`src/rtl/mips_ctrl_pkg.sv`:
```
// Shared constants, control-word struct and state encoding for the multi-cycle MIPS controller.
// ADDI_EN adds the two ADDI states to the state encoding.
package mips_ctrl_pkg;
  localparam logic [5:0] OP_RTYPE = 6'b000000;
  localparam logic [5:0] OP_LW    = 6'b100011;
  localparam logic [5:0] OP_SW    = 6'b101011;
  localparam logic [5:0] OP_BEQ   = 6'b000100;
  localparam logic [5:0] OP_BNE   = 6'b000101;
  localparam logic [5:0] OP_J     = 6'b000010;
  localparam logic [5:0] OP_ADDI  = 6'b001000;

  localparam logic [5:0] FN_ADD = 6'b100000;
  localparam logic [5:0] FN_SUB = 6'b100010;
  localparam logic [5:0] FN_AND = 6'b100100;
  localparam logic [5:0] FN_OR  = 6'b100101;
  localparam logic [5:0] FN_SLT = 6'b101010;

  localparam logic [2:0] ALU_ADD = 3'b010;
  localparam logic [2:0] ALU_SUB = 3'b110;
  localparam logic [2:0] ALU_AND = 3'b000;
  localparam logic [2:0] ALU_OR  = 3'b001;
  localparam logic [2:0] ALU_SLT = 3'b111;

  localparam logic [1:0] SRCB_B    = 2'b00;
  localparam logic [1:0] SRCB_4    = 2'b01;
  localparam logic [1:0] SRCB_IMM  = 2'b10;
  localparam logic [1:0] SRCB_IMM2 = 2'b11;

  localparam logic [1:0] PCSRC_ALU    = 2'b00;
  localparam logic [1:0] PCSRC_ALUOUT = 2'b01;
  localparam logic [1:0] PCSRC_JUMP   = 2'b10;

  typedef enum logic [3:0] {
    S_FETCH, S_DECODE, S_EXEC, S_ALUWB, S_MEMADR, S_MEMRD,
    S_MEMWB, S_MEMWR, S_BRANCH, S_JUMP
`ifdef ADDI_EN
    , S_ADDIEXEC, S_ADDIWB
`endif
  } state_t;

  typedef struct packed {
    logic       pc_en;
    logic       iord;
    logic       mem_read;
    logic       mem_write;
    logic       ir_write;
    logic       reg_dst;
    logic       mem_to_reg;
    logic       reg_write;
    logic       alu_src_a;
    logic [1:0] alu_src_b;
    logic [2:0] alu_ctrl;
    logic [1:0] pc_src;
    logic       illegal;
  } ctrl_t;
endpackage

```
`src/rtl/alu_decoder.sv`:
```
// R-type funct field to ALU operation; unknown funct flags illegal and falls back to add.
module alu_decoder
  import mips_ctrl_pkg::*;
(
  input  logic [5:0] i_funct,
  output logic [2:0] o_alu_ctrl,
  output logic       o_illegal
);
  always_comb begin
    o_alu_ctrl = ALU_ADD;
    o_illegal  = 1'b0;
    case (i_funct)
      FN_ADD:  o_alu_ctrl = ALU_ADD;
      FN_SUB:  o_alu_ctrl = ALU_SUB;
      FN_AND:  o_alu_ctrl = ALU_AND;
      FN_OR:   o_alu_ctrl = ALU_OR;
      FN_SLT:  o_alu_ctrl = ALU_SLT;
      default: o_illegal  = 1'b1;
    endcase
  end
endmodule

```
`src/rtl/multicycle_control.sv`:
```
// Multi-cycle FETCH/DECODE/EXEC/MEM/WB sequencer for the shared-memory MIPS-subset datapath.
// Define ADDI_EN to support addi (opcode 001000); otherwise it decodes as illegal.
module multicycle_control
  import mips_ctrl_pkg::*;
(
  input  logic       clk,
  input  logic       rst_n,
  input  logic [5:0] opcode,
  input  logic [5:0] funct,
  input  logic       Zero,
  input  logic       MemReady,
  output logic       PCEn,
  output logic       IorD,
  output logic       MemRead,
  output logic       MemWrite,
  output logic       IRWrite,
  output logic       RegDst,
  output logic       MemToReg,
  output logic       RegWrite,
  output logic       ALUSrcA,
  output logic [1:0] ALUSrcB,
  output logic [2:0] ALUControl,
  output logic [1:0] PCSrc,
  output logic       IllegalOp
);
  state_t     r_state;
  state_t     w_next;
  ctrl_t      w_ctrl;
  ctrl_t      w_out;
  logic [2:0] w_fn_alu;
  logic       w_fn_illegal;

  alu_decoder u_alu_dec (
    .i_funct    (funct),
    .o_alu_ctrl (w_fn_alu),
    .o_illegal  (w_fn_illegal)
  );

  always_ff @(posedge clk or negedge rst_n) begin
    if (!rst_n) r_state <= S_FETCH;
    else        r_state <= w_next;
  end

  always_comb begin
    w_next = r_state;
    w_ctrl = '0;
    case (r_state)
      S_FETCH: begin
        w_ctrl.mem_read  = 1'b1;
        w_ctrl.alu_src_b = SRCB_4;
        w_ctrl.alu_ctrl  = ALU_ADD;
        w_ctrl.pc_src    = PCSRC_ALU;
        // PC+4 and IR load land together on the cycle memory completes
        w_ctrl.ir_write  = MemReady;
        w_ctrl.pc_en     = MemReady;
        if (MemReady) w_next = S_DECODE;
      end
      S_DECODE: begin
        w_ctrl.alu_src_b = SRCB_IMM2;
        w_ctrl.alu_ctrl  = ALU_ADD;
        case (opcode)
          OP_RTYPE:     w_next = S_EXEC;
          OP_LW, OP_SW: w_next = S_MEMADR;
          OP_BEQ, OP_BNE: w_next = S_BRANCH;
          OP_J:         w_next = S_JUMP;
`ifdef ADDI_EN
          OP_ADDI:      w_next = S_ADDIEXEC;
`endif
          default: begin
            w_ctrl.illegal = 1'b1;
            w_next         = S_FETCH;
          end
        endcase
      end
      S_EXEC: begin
        w_ctrl.alu_src_a = 1'b1;
        w_ctrl.alu_src_b = SRCB_B;
        w_ctrl.alu_ctrl  = w_fn_alu;
        w_ctrl.illegal   = w_fn_illegal;
        w_next           = w_fn_illegal ? S_FETCH : S_ALUWB;
      end
      S_ALUWB: begin
        w_ctrl.reg_dst   = 1'b1;
        w_ctrl.reg_write = 1'b1;
        w_next           = S_FETCH;
      end
      S_MEMADR: begin
        w_ctrl.alu_src_a = 1'b1;
        w_ctrl.alu_src_b = SRCB_IMM;
        w_ctrl.alu_ctrl  = ALU_ADD;
        w_next           = (opcode == OP_SW) ? S_MEMWR : S_MEMRD;
      end
      S_MEMRD: begin
        w_ctrl.iord     = 1'b1;
        w_ctrl.mem_read = 1'b1;
        if (MemReady) w_next = S_MEMWB;
      end
      S_MEMWB: begin
        w_ctrl.mem_to_reg = 1'b1;
        w_ctrl.reg_write  = 1'b1;
        w_next            = S_FETCH;
      end
      S_MEMWR: begin
        w_ctrl.iord      = 1'b1;
        w_ctrl.mem_write = 1'b1;
        if (MemReady) w_next = S_FETCH;
      end
      S_BRANCH: begin
        w_ctrl.alu_src_a = 1'b1;
        w_ctrl.alu_src_b = SRCB_B;
        w_ctrl.alu_ctrl  = ALU_SUB;
        w_ctrl.pc_src    = PCSRC_ALUOUT;
        w_ctrl.pc_en     = (opcode == OP_BEQ) ? Zero : ~Zero;
        w_next           = S_FETCH;
      end
      S_JUMP: begin
        w_ctrl.pc_src = PCSRC_JUMP;
        w_ctrl.pc_en  = 1'b1;
        w_next        = S_FETCH;
      end
`ifdef ADDI_EN
      S_ADDIEXEC: begin
        w_ctrl.alu_src_a = 1'b1;
        w_ctrl.alu_src_b = SRCB_IMM;
        w_ctrl.alu_ctrl  = ALU_ADD;
        w_next           = S_ADDIWB;
      end
      S_ADDIWB: begin
        w_ctrl.reg_write = 1'b1;
        w_next           = S_FETCH;
      end
`endif
      default: w_next = S_FETCH;
    endcase
  end

  // Outputs are forced quiet while reset is held, even though the state reads FETCH.
  assign w_out = rst_n ? w_ctrl : '0;

  assign PCEn       = w_out.pc_en;
  assign IorD       = w_out.iord;
  assign MemRead    = w_out.mem_read;
  assign MemWrite   = w_out.mem_write;
  assign IRWrite    = w_out.ir_write;
  assign RegDst     = w_out.reg_dst;
  assign MemToReg   = w_out.mem_to_reg;
  assign RegWrite   = w_out.reg_write;
  assign ALUSrcA    = w_out.alu_src_a;
  assign ALUSrcB    = w_out.alu_src_b;
  assign ALUControl = w_out.alu_ctrl;
  assign PCSrc      = w_out.pc_src;
  assign IllegalOp  = w_out.illegal;
endmodule

```
`config.mk`:
```
export PLATFORM = sky130hd
export DESIGN_NAME = multicycle_control
export DESIGN_NICKNAME = d
export VERILOG_FILES = /design/src/rtl/mips_ctrl_pkg.sv /design/src/rtl/alu_decoder.sv /design/src/rtl/multicycle_control.sv
export SDC_FILE = /design/constraint.sdc
export NUM_CORES = 1
export LEC_CHECK = 0
export ABC_AREA = 0
export ABC_CLOCK_PERIOD_IN_PS = 1900
export CAP_MARGIN = 20
export CORE_UTILIZATION = 35
export DETAILED_ROUTE_END_ITERATION = 8
export PLACE_DENSITY = 0.7
export SLEW_MARGIN = 40
export SYNTH_ARGS = -nofsm -noshare
export SYNTH_HDL_FRONTEND = slang
export SYNTH_SLANG_ARGS = --single-unit
```
`constraint.sdc`:
```
create_clock -name clk -period 1.9 [get_ports clk]
set_input_delay 0.285 -clock clk [delete_from_list [all_inputs] [get_ports clk]]
set_output_delay 0.285 -clock clk [all_outputs]
set_load 0.02 [all_outputs]
```
==> impl_metrics.ini <==
[status]
status = completed

[layout]
largest_reg_flops = 4
largest_register = r_state
diodes = 0
fin_nets = 176
fin_cells = 183
drive_gt1_share_pct = 37.3
areaGrowthSynthToFinish_pct = 88.1
reg_top3 = r_state: 4 flops
utilization_pct = 71.8

[yosys]
synth_adder_area_share_pct = 0
synthesis.nets = 112
synth_edf_count = 0
synth_cell_type_count = 43
syn_inst = 96
synthMuxAreaShare_pct = 4.46
syn-cell-area_um2 = 673
yosys.area_share.simple_pct = 43.7
seq_area_frac_synth_pct = 14.9
synthFlopType = dfrtp_1
synth-async-reset-ratio_pct = 100
synth_top_family_by_area = simple AND/OR/NAND/NOR gates
synth_xor_area_share_pct = 2.60
yosysWarningCount = 0
synth_compound_area_share_pct = 27.0
ys_ff_latch = 4
avgSynthCellArea_um2 = 7.01

[critical_path]
crit_family = buffers and inverters
r2r_slack_ps = 210
regToRegEndpoint = r_state[1]
startpoint = r_state[2]
worstRegToRegCells = 5
max_stage_delay_ps = 450
crit_path_max_fanout = 6
regToRegStartpoint = r_state[1]
crit_end = RegWrite
crit_cells = 4
path_buf_inv = 2
worst_path_max_delay_cell = dfrtp_1
worst_ep_arrival_time_ps = 1560
required_ps = 1620
end_kind = output port
critPathKind = reg2out
critPathLaunchType = register
worstPathCellList = buf_4 > xor2_1 > and3_1 > dlygate4sd2_1

[drt]
vias = 993
drtAntennaViolNets = 0
wl_met1_um = 1120
wl_per_cell_um = 13.2
post-route-drc-count = 0
avgViaCountPerCell = 5.43
drt-total-wl_um = 2410
top_layer = met4
wl_met3_um = 69
first_pass_iters = 4
met2_length_um = 1180
drt_first_iter_violations = 17

[floorplanning]
die_y_um = 45.9
die_w_um = 45.9
num_rows = 15
start_util_pct = 38.2
ioPinCount = 33
core_um2 = 1760
dieArea_um2 = 2100

[clock_network]
cts_setup_buffers = 0
cts_hold_buf = 0
cts_made_buffers = 3
htreeDepth = 1
cts_root_buf = clkbuf_4
clock_latency_ps = 240
clkTransAtPathRegs_ps = 40
cts_tree = yes
clkSinkCount = 4
cts_max_path_buffers = 2

[timing]
drv_slew = 0
setup_viol = 0
tightest_slew_ps = 335
rsz0062_at_grt = true
post-route-min-period_ps = 1850
finClkSkew_ps = 2.38
report.final.hold_viol_count = 0
fmax_ghz = 0.541
fin_crit_sh_pct = 97.4
slew-limit-headroom_pct = 77.4

[placement]
dp_hpwl_um = 1950
portBuffers = 32
gp_congestion = 0.849
dp_cells = 180

[power_and_ir_drop]
powerDensity_nw_per_um2 = 1110
cellLeakagePower_nw = 0.638
total_power_mw = 1.41
ir_drop_mv = 0.691

[global_route]
antenna_found_initial = 0
grt_max_degree = 12
grt-ovfl-total = 0
grtUsageTotal_pct = 24.3
grt_pass1_wl_um = 3770
grt_pass1_vias = 926

[worst_hold_path]
hold_class = in2async

[job]
cap_violations = 0
## stage by stage
step                      TNS [ps]  instance area (um2)  setup WS (ps)  hold slack [ps]
final                            0                 1270           50.1              372
after global placement       -5160                 1240           -528              629
after detailed placement     -5390                 1240           -555              624
after floorplan                  0                  679            108            -10.6
after global routing         -33.2                 1270          -14.0              386
after CTS                    -4.90                 1250          -4.90              374
## worst reg2reg max path, cell delays in order (launching register included)
cell      delay, ps
dfrtp_2         480
or3_4           410
buf_4           150
nor4b_2         240
o21ai_1          90
a311oi_1        210
## what timing repair did
action,4_1_cts,5_1_grt
endpoints found under the setup margin,17,10
pin swaps,1,5
resized for setup,50,23
## logic make-up (layout without fill, tap and decap cells)
group	Yosys count	in the layout
and+or+nand+nor	52	52
AOI/OAI and AO/OA	25	25
buffers and inverters	10	72
DFF	4	4
muxes	3	3
xor gates and xnor gates	2	2
## power breakdown
part	leakage (nW)	switching (mW)	internal, mW
sequential	0.0501	0.0712	0.121
clock	0.0138	0.0357	0.0707
combinational	0.574	0.553	0.559
## how the worst min path moves through the flow
| stage | from | endpoint | slack [ps] | depth (start not counted) |
|---|---|---|---|---|
| global placement | rst_n | r_state[1] | 630 | 2 |
| floorplan | rst_n | r_state[0] | -10 | 0 |
| global route | rst_n | r_state[3] | 390 | 2 |
| CTS | rst_n | r_state[2] | 370 | 2 |
| finish | rst_n | r_state[2] | 370 | 2 |
| detailed placement | rst_n | r_state[3] | 620 | 2 |
## final cells by class
type / count / area [um2]
Fill cell: 174 / 498
Sequential cell: 4 / 101
Timing Repair Buffer: 65 / 531
Multi-Input combinational cell: 82 / 566
Inverter: 4 / 15.0
Clock buffer: 3 / 22.5
Tap cell: 25 / 31.3
## layer usage
metal / up-vias / track usage [%]
met2: 31 / 41.4
met5: - / 0
li1: 490 / -
met4: 0 / 11.8
met3: 5 / 0.397
met1: 467 / 31.2
## placed cells by master (no fill, tap or decap), drive strengths merged, types with 2 or more instances in the layout
| cell | instances |
|---|---|
| clkbuf | 6 |
| a21oi | 5 |
| a31oi | 2 |
| clkdlybuf4s50 | 8 |
| clkdlybuf4s15 | 3 |
| and3 | 6 |
| a311oi | 2 |
| xor2 | 2 |
| dlygate4sd2 | 6 |
| nor2 | 15 |
| nor3 | 4 |
| nand4 | 5 |
| o211ai | 2 |
| o21ai | 3 |
| inv | 4 |
| nand2 | 5 |
| mux2i | 3 |
| buf | 40 |
| dlymetal6s2s | 5 |
| nand2b | 4 |
| nor4b | 2 |
| nor2b | 2 |
| dfrtp | 4 |
| or3 | 2 |
## Yosys cell counts, types with 2 or more instances
master    number  share of area [%]
o21ai_0        2                1.5
inv_1          4                2.2
dfrtp_1        4                 15
nor3_1         4                3.0
and3_1         6                5.6
o211ai_1       2                2.2
nand2b_1       4                3.7
nand4_1        5                4.6
nor2_1        15                8.4
xor2_1         2                2.6
a31oi_1        2                1.9
mux2i_1        3                4.5
a21oi_1        5                3.7
nand2_1        5                2.8
a311oi_1       2                2.6
clkbuf_1       3                1.7
nor2b_1        2                1.9
No activity file was read; power rests on OpenSTA's default activity.
==> RTL change 1, RTL diff (same settings) <==
The 10 states of `state_t` get a one-hot encoding in 10 bits.
--- a/src/rtl/mips_ctrl_pkg.sv
+++ b/src/rtl/mips_ctrl_pkg.sv
@@ -30,9 +30,9 @@
   localparam logic [1:0] PCSRC_ALUOUT = 2'b01;
   localparam logic [1:0] PCSRC_JUMP   = 2'b10;
 
-  typedef enum logic [3:0] {
-    S_FETCH, S_DECODE, S_EXEC, S_ALUWB, S_MEMADR, S_MEMRD,
-    S_MEMWB, S_MEMWR, S_BRANCH, S_JUMP
+  typedef enum logic [9:0] {
+    S_FETCH = 10'b0000000001, S_DECODE = 10'b0000000010, S_EXEC = 10'b0000000100, S_ALUWB = 10'b0000001000, S_MEMADR = 10'b0000010000, S_MEMRD = 10'b0000100000,
+    S_MEMWB = 10'b0001000000, S_MEMWR = 10'b0010000000, S_BRANCH = 10'b0100000000, S_JUMP = 10'b1000000000
 `ifdef ADDI_EN
     , S_ADDIEXEC, S_ADDIWB
 `endif
Behaviour: no difference found for any inputs over 10 cycles, from zero or initial values and one cycle with rst_n low; not proved beyond that.
==> RTL change 1 against the original RTL <==
Cell area rose by 59%; non-clock buffer count rose by 32; total power fell by 8.6%; utilization rose by 7.9 points; clock power rose by 71%; the run now ends with setup timing left; critical path type unchanged; largest power group unchanged; wire length rose by 86%; sequential cell count rose by 6; setup slack got worse by 270 ps; hold slack got worse by 29 ps; synthesized area rose by 42%; largest cell class unchanged; combinational power fell by 25%.
==> RTL change 1: results (changes against the original RTL) <==
| Metric | Value |
|---|---|
| Iteration-0 DRC Markers | `79 (+62)` |
| Placed Cells | `223 (+24%)` |
| DRT Wirelength | `4500 um (+86%)` |
| Setup TNS | `-2250 ps (-2250 ps)` |
| Worst skew pair latency | `300 ps (+60 ps)` |
| CP arrival | `1840 ps (+280 ps)` |
| Setup crit start | `r_state[0]$_DFFE_PN1P_` |
| Routed length on met1 | `1770 um (+57%)` |
| Final Worst Setup Slack | `-220 ps (-270 ps)` |
| Crit path max-delay family | `flip-flops` |
| Reg-to-Reg Start | `r_state[2]$_DFFE_PN0P_` |
| Final non-filler cell area | `2010 um2 (+59%)` |
| Multi-input gate share of total cell area | `42.8% (-1.9 points)` |
| Top cells by area, synth | `dfrtp_1 23%, nor2_1 7.0%, or3_4 3.5%` |
| Routability cong. | `0.932 (+9.8%)` |
| FILL cells | `171 (-1.7%)` |
| R2R Path End | `r_state[0]$_DFFE_PN1P_` |
| Global-route wire length before repair | `6270 um (+66%)` |
| Final number of setup-violating endpoints | `16 (+16)` |
| Worst-Margin Slew | `388 ps (+52.9 ps)` |
| Routed met2 length | `2330 um (+98%)` |
| Met3 GRT Util | `6.94% (+6.5 points)` |
| Synth unique cells | `50 (+16%)` |
| Die area | `2950 um2 (+40%)` |
| DP HPWL | `2840 um (+45%)` |
| Clock Pin Slew Worst Setup and Hold Paths | `80 ps (+40 ps)` |
| Delay of the slowest critical-path stage | `610 ps (+160 ps)` |
| Setup WS pre-CTS | `-701 ps (-146 ps)` |
| GR met2 Demand/Resource | `52.2% (+11 points)` |
| Worst-path maximum fanout | `4 (-2)` |
| Setup crit end | `ALUSrcA` |
| Skew final | `7.34 ps (+4.97 ps)` |
| Dpl cell area | `1660 um2 (+34%)` |
| Hold crit path type | `in -> reg` |
| Top Registers | `r_state x10` |
| Share of post-route cells with drive strength above 1 | `59.3% (+22 points)` |
| Worst-case reg-to-reg path depth | `9 (+4)` |
| CLK BUF | `4 (+1)` |
| Cell Count, Final, Fillers Out | `244 (+33%)` |
| Failing checks | `setup timing` |
| Status | `finished with violations` |
RTL change 1: cell count changes after synthesis, sizes merged, moves of 3 or more:
cell   unedited run  this run
dfrtp             4         9
and2              0         3
and3              6         3
nor2             15        18
nor2b             2         5
nor3              4         7
RTL change 1: timing repair:
| action | CTS | global route |
|---|---|---|
| pin swaps | 29 | 18 |
| endpoints found under the setup margin | 17 | 17 |
| endpoints found under the hold margin | 0 | 0 |
| gates resized for setup | 122 | 27 |
| cloned | 0 | 0 |
| hold buffers | 0 | 0 |
| setup buffers | 8 | 11 |
RTL change 1: kinds of logic after synthesis:
group,after synthesis,share of synthesized area (%)
buf+inv,9,4.05
compound gates,25,18.8
xor+xnor,3,2.74
mux,1,1.04
flops,10,26.2
simple gates,70,47.1
RTL change 1: report_power, final:
| part | internal, mW | total, mW | switching, mW |
|---|---|---|---|
| registers | 0.242 | 0.282 | 0.0403 |
| clock network | 0.0820 | 0.181 | 0.0991 |
| logic | 0.441 | 0.827 | 0.386 |
==> RTL change 2, RTL diff (same flow settings) <==
Without the edit above. Add a define of `ADDI_EN`.
--- a/src/rtl/mips_ctrl_pkg.sv
+++ b/src/rtl/mips_ctrl_pkg.sv
@@ -1,5 +1,7 @@
 // Shared constants, control-word struct and state encoding for the multi-cycle MIPS controller.
 // ADDI_EN adds the two ADDI states to the state encoding.
+`define ADDI_EN
+
 package mips_ctrl_pkg;
   localparam logic [5:0] OP_RTYPE = 6'b000000;
   localparam logic [5:0] OP_LW    = 6'b100011;
Formal check against the unedited RTL: not equivalent (Yosys sat finds a counterexample within 4 cycles, from zero or initial values and one cycle with rst_n low).
==> RTL change 2 against the original RTL <==
The run now ends with setup timing left; wire length up 9.8%; register-to-register slack improved by 230 ps; utilization up 2.9 points; total power increased by 11%; highest routed layer is now met3; maximum frequency decreased by 4.1%; via count rose by 4.8%; sequential cell count unchanged; largest power group unchanged; setup slack got worse by 80 ps; cell area rose by 15%; synthesized area is 6.9% higher.
==> RTL change 2: results (changes against the original RTL) <==
| Metric | Value |
|---|---|
| Status | `finished with violations` |
| Failing checks | `setup timing` |
| WL met3 | `88 um (+28%)` |
| Clk buf depth | `2 (unchanged)` |
| Top cells by area, synth | `dfrtp_1 14%, nor2_1 6.8%, buf_4 6.3%` |
| Setup TNS | `-29.7 ps (-29.7 ps)` |
| Setup WS pre-CTS | `-866 ps (-310 ps)` |
| Share of post-route cells with drive strength above 1 | `47.3% (+10 points)` |
| Synth top cells by count | `13 x nor2_1, 7 x nand2_1, 7 x nor2b_1, 7 x nor3_1` |
| Layout Nets | `187 (+6.3%)` |
| Worst ir drop on vdd | `0.000516 V (-25%)` |
| DR vias | `1041 (+4.8%)` |
| Final number of setup-violating endpoints | `1 (+1)` |
| CP arrival | `1640 ps (+80 ps)` |
| Vias in the first global route | `870 (-6.0%)` |
| Met3 GRT Util | `2.69% (+2.3 points)` |
| Mapped Nets | `123 (+9.8%)` |
| Comb pwr | `1.31 mW (+18%)` |
| Worst-path maximum fanout | `3 (-3)` |
| Final core occ | `74.7% (+2.9 points)` |
| Cells after synthesis | `107 (+11%)` |
| Synth unique cells | `37 (-14%)` |
| Inverters excl. clock | `5 (+1)` |
| Worst R2R Setup Slack | `440 ps (+230 ps)` |
| Multi-input gates | `89 (+8.5%)` |
| Dpl cell area | `1250 um2 (+0.91%)` |
| GR met2 Demand/Resource | `43.8% (+2.4 points)` |
| Clock share of power | `6.6% (-0.9 points)` |
| Data buffer area share | `39.8% (-2.1 points)` |
| Delay of the slowest critical-path stage | `530 ps (+80 ps)` |
| Iteration-0 DRC Markers | `31 (+14)` |
| Leakage | `0.672 nW (+5.3%)` |
| Buffers outside the clock class | `68 (+4.6%)` |
| Clock-cell share of area | `1.55% (-0.23 points)` |
| Fin Hold WS | `149 ps (-222 ps)` |
| Multi-input gate share of total cell area | `48.1% (+3.5 points)` |
| Global-route wire length before repair | `3690 um (-2.2%)` |
| Sequential share of cell area | `6.90% (-1.1 points)` |
| Skew final | `3.97 ps (+1.59 ps)` |
| Worst slew margin | `81.0% (+3.6 points)` |
| P_sw | `0.716 mW (+8.6%)` |
| Post_cts resized | `77 (+54%)` |
| Routability cong. | `0.849 (about the same)` |
| Seq/Total Area, Yosys | `13.9% (-0.96 points)` |
| Total track usage | `23.4% (-0.88 points)` |
| Worst-case reg-to-reg path depth | `4 (-1)` |
| Vias/cell | `5.31 (-2.1%)` |
| Final Worst Setup Slack | `-29.7 ps (-79.8 ps)` |
| CP max-delay cell | `or4_4` |
| Largest net degree at the start of global routing | `21 (+9)` |
| Crit path max-delay family | `simple AND/OR/NAND/NOR gates` |
## RTL change 2: cells by family (layout without fill, tap and decap cells)
family | count (synthesis) | in the layout | share of synthesized area, %
DFF | 4 | 4 | 13.9
buffers and inverters | 14 | 76 | 10.4
muxes | 1 | 1 | 1.39
xor gates and xnor gates | 4 | 4 | 4.87
AOI/OAI and AO/OA | 27 | 27 | 25.6
and+or+nand+nor | 57 | 57 | 43.8
## RTL change 2: how the worst max path moves through the flow
stage | startpoint | end | cells after the start
finish | opcode[2] | IllegalOp | 6
global route | r_state[2]$_DFFE_PN0P_ | IllegalOp | 5
CTS | funct[2] | ALUControl[2] | 5
detailed placement | opcode[1] | PCEn | 6
global placement | opcode[1] | PCEn | 6
floorplan | opcode[1] | PCEn | 4
## RTL change 2: worst register-to-register path: cells and delay by family (launching register included)
kind,cells,cell delay (ps)
compound gates,2,280
buf+inv,1,170
flops,1,400
simple gates,1,540
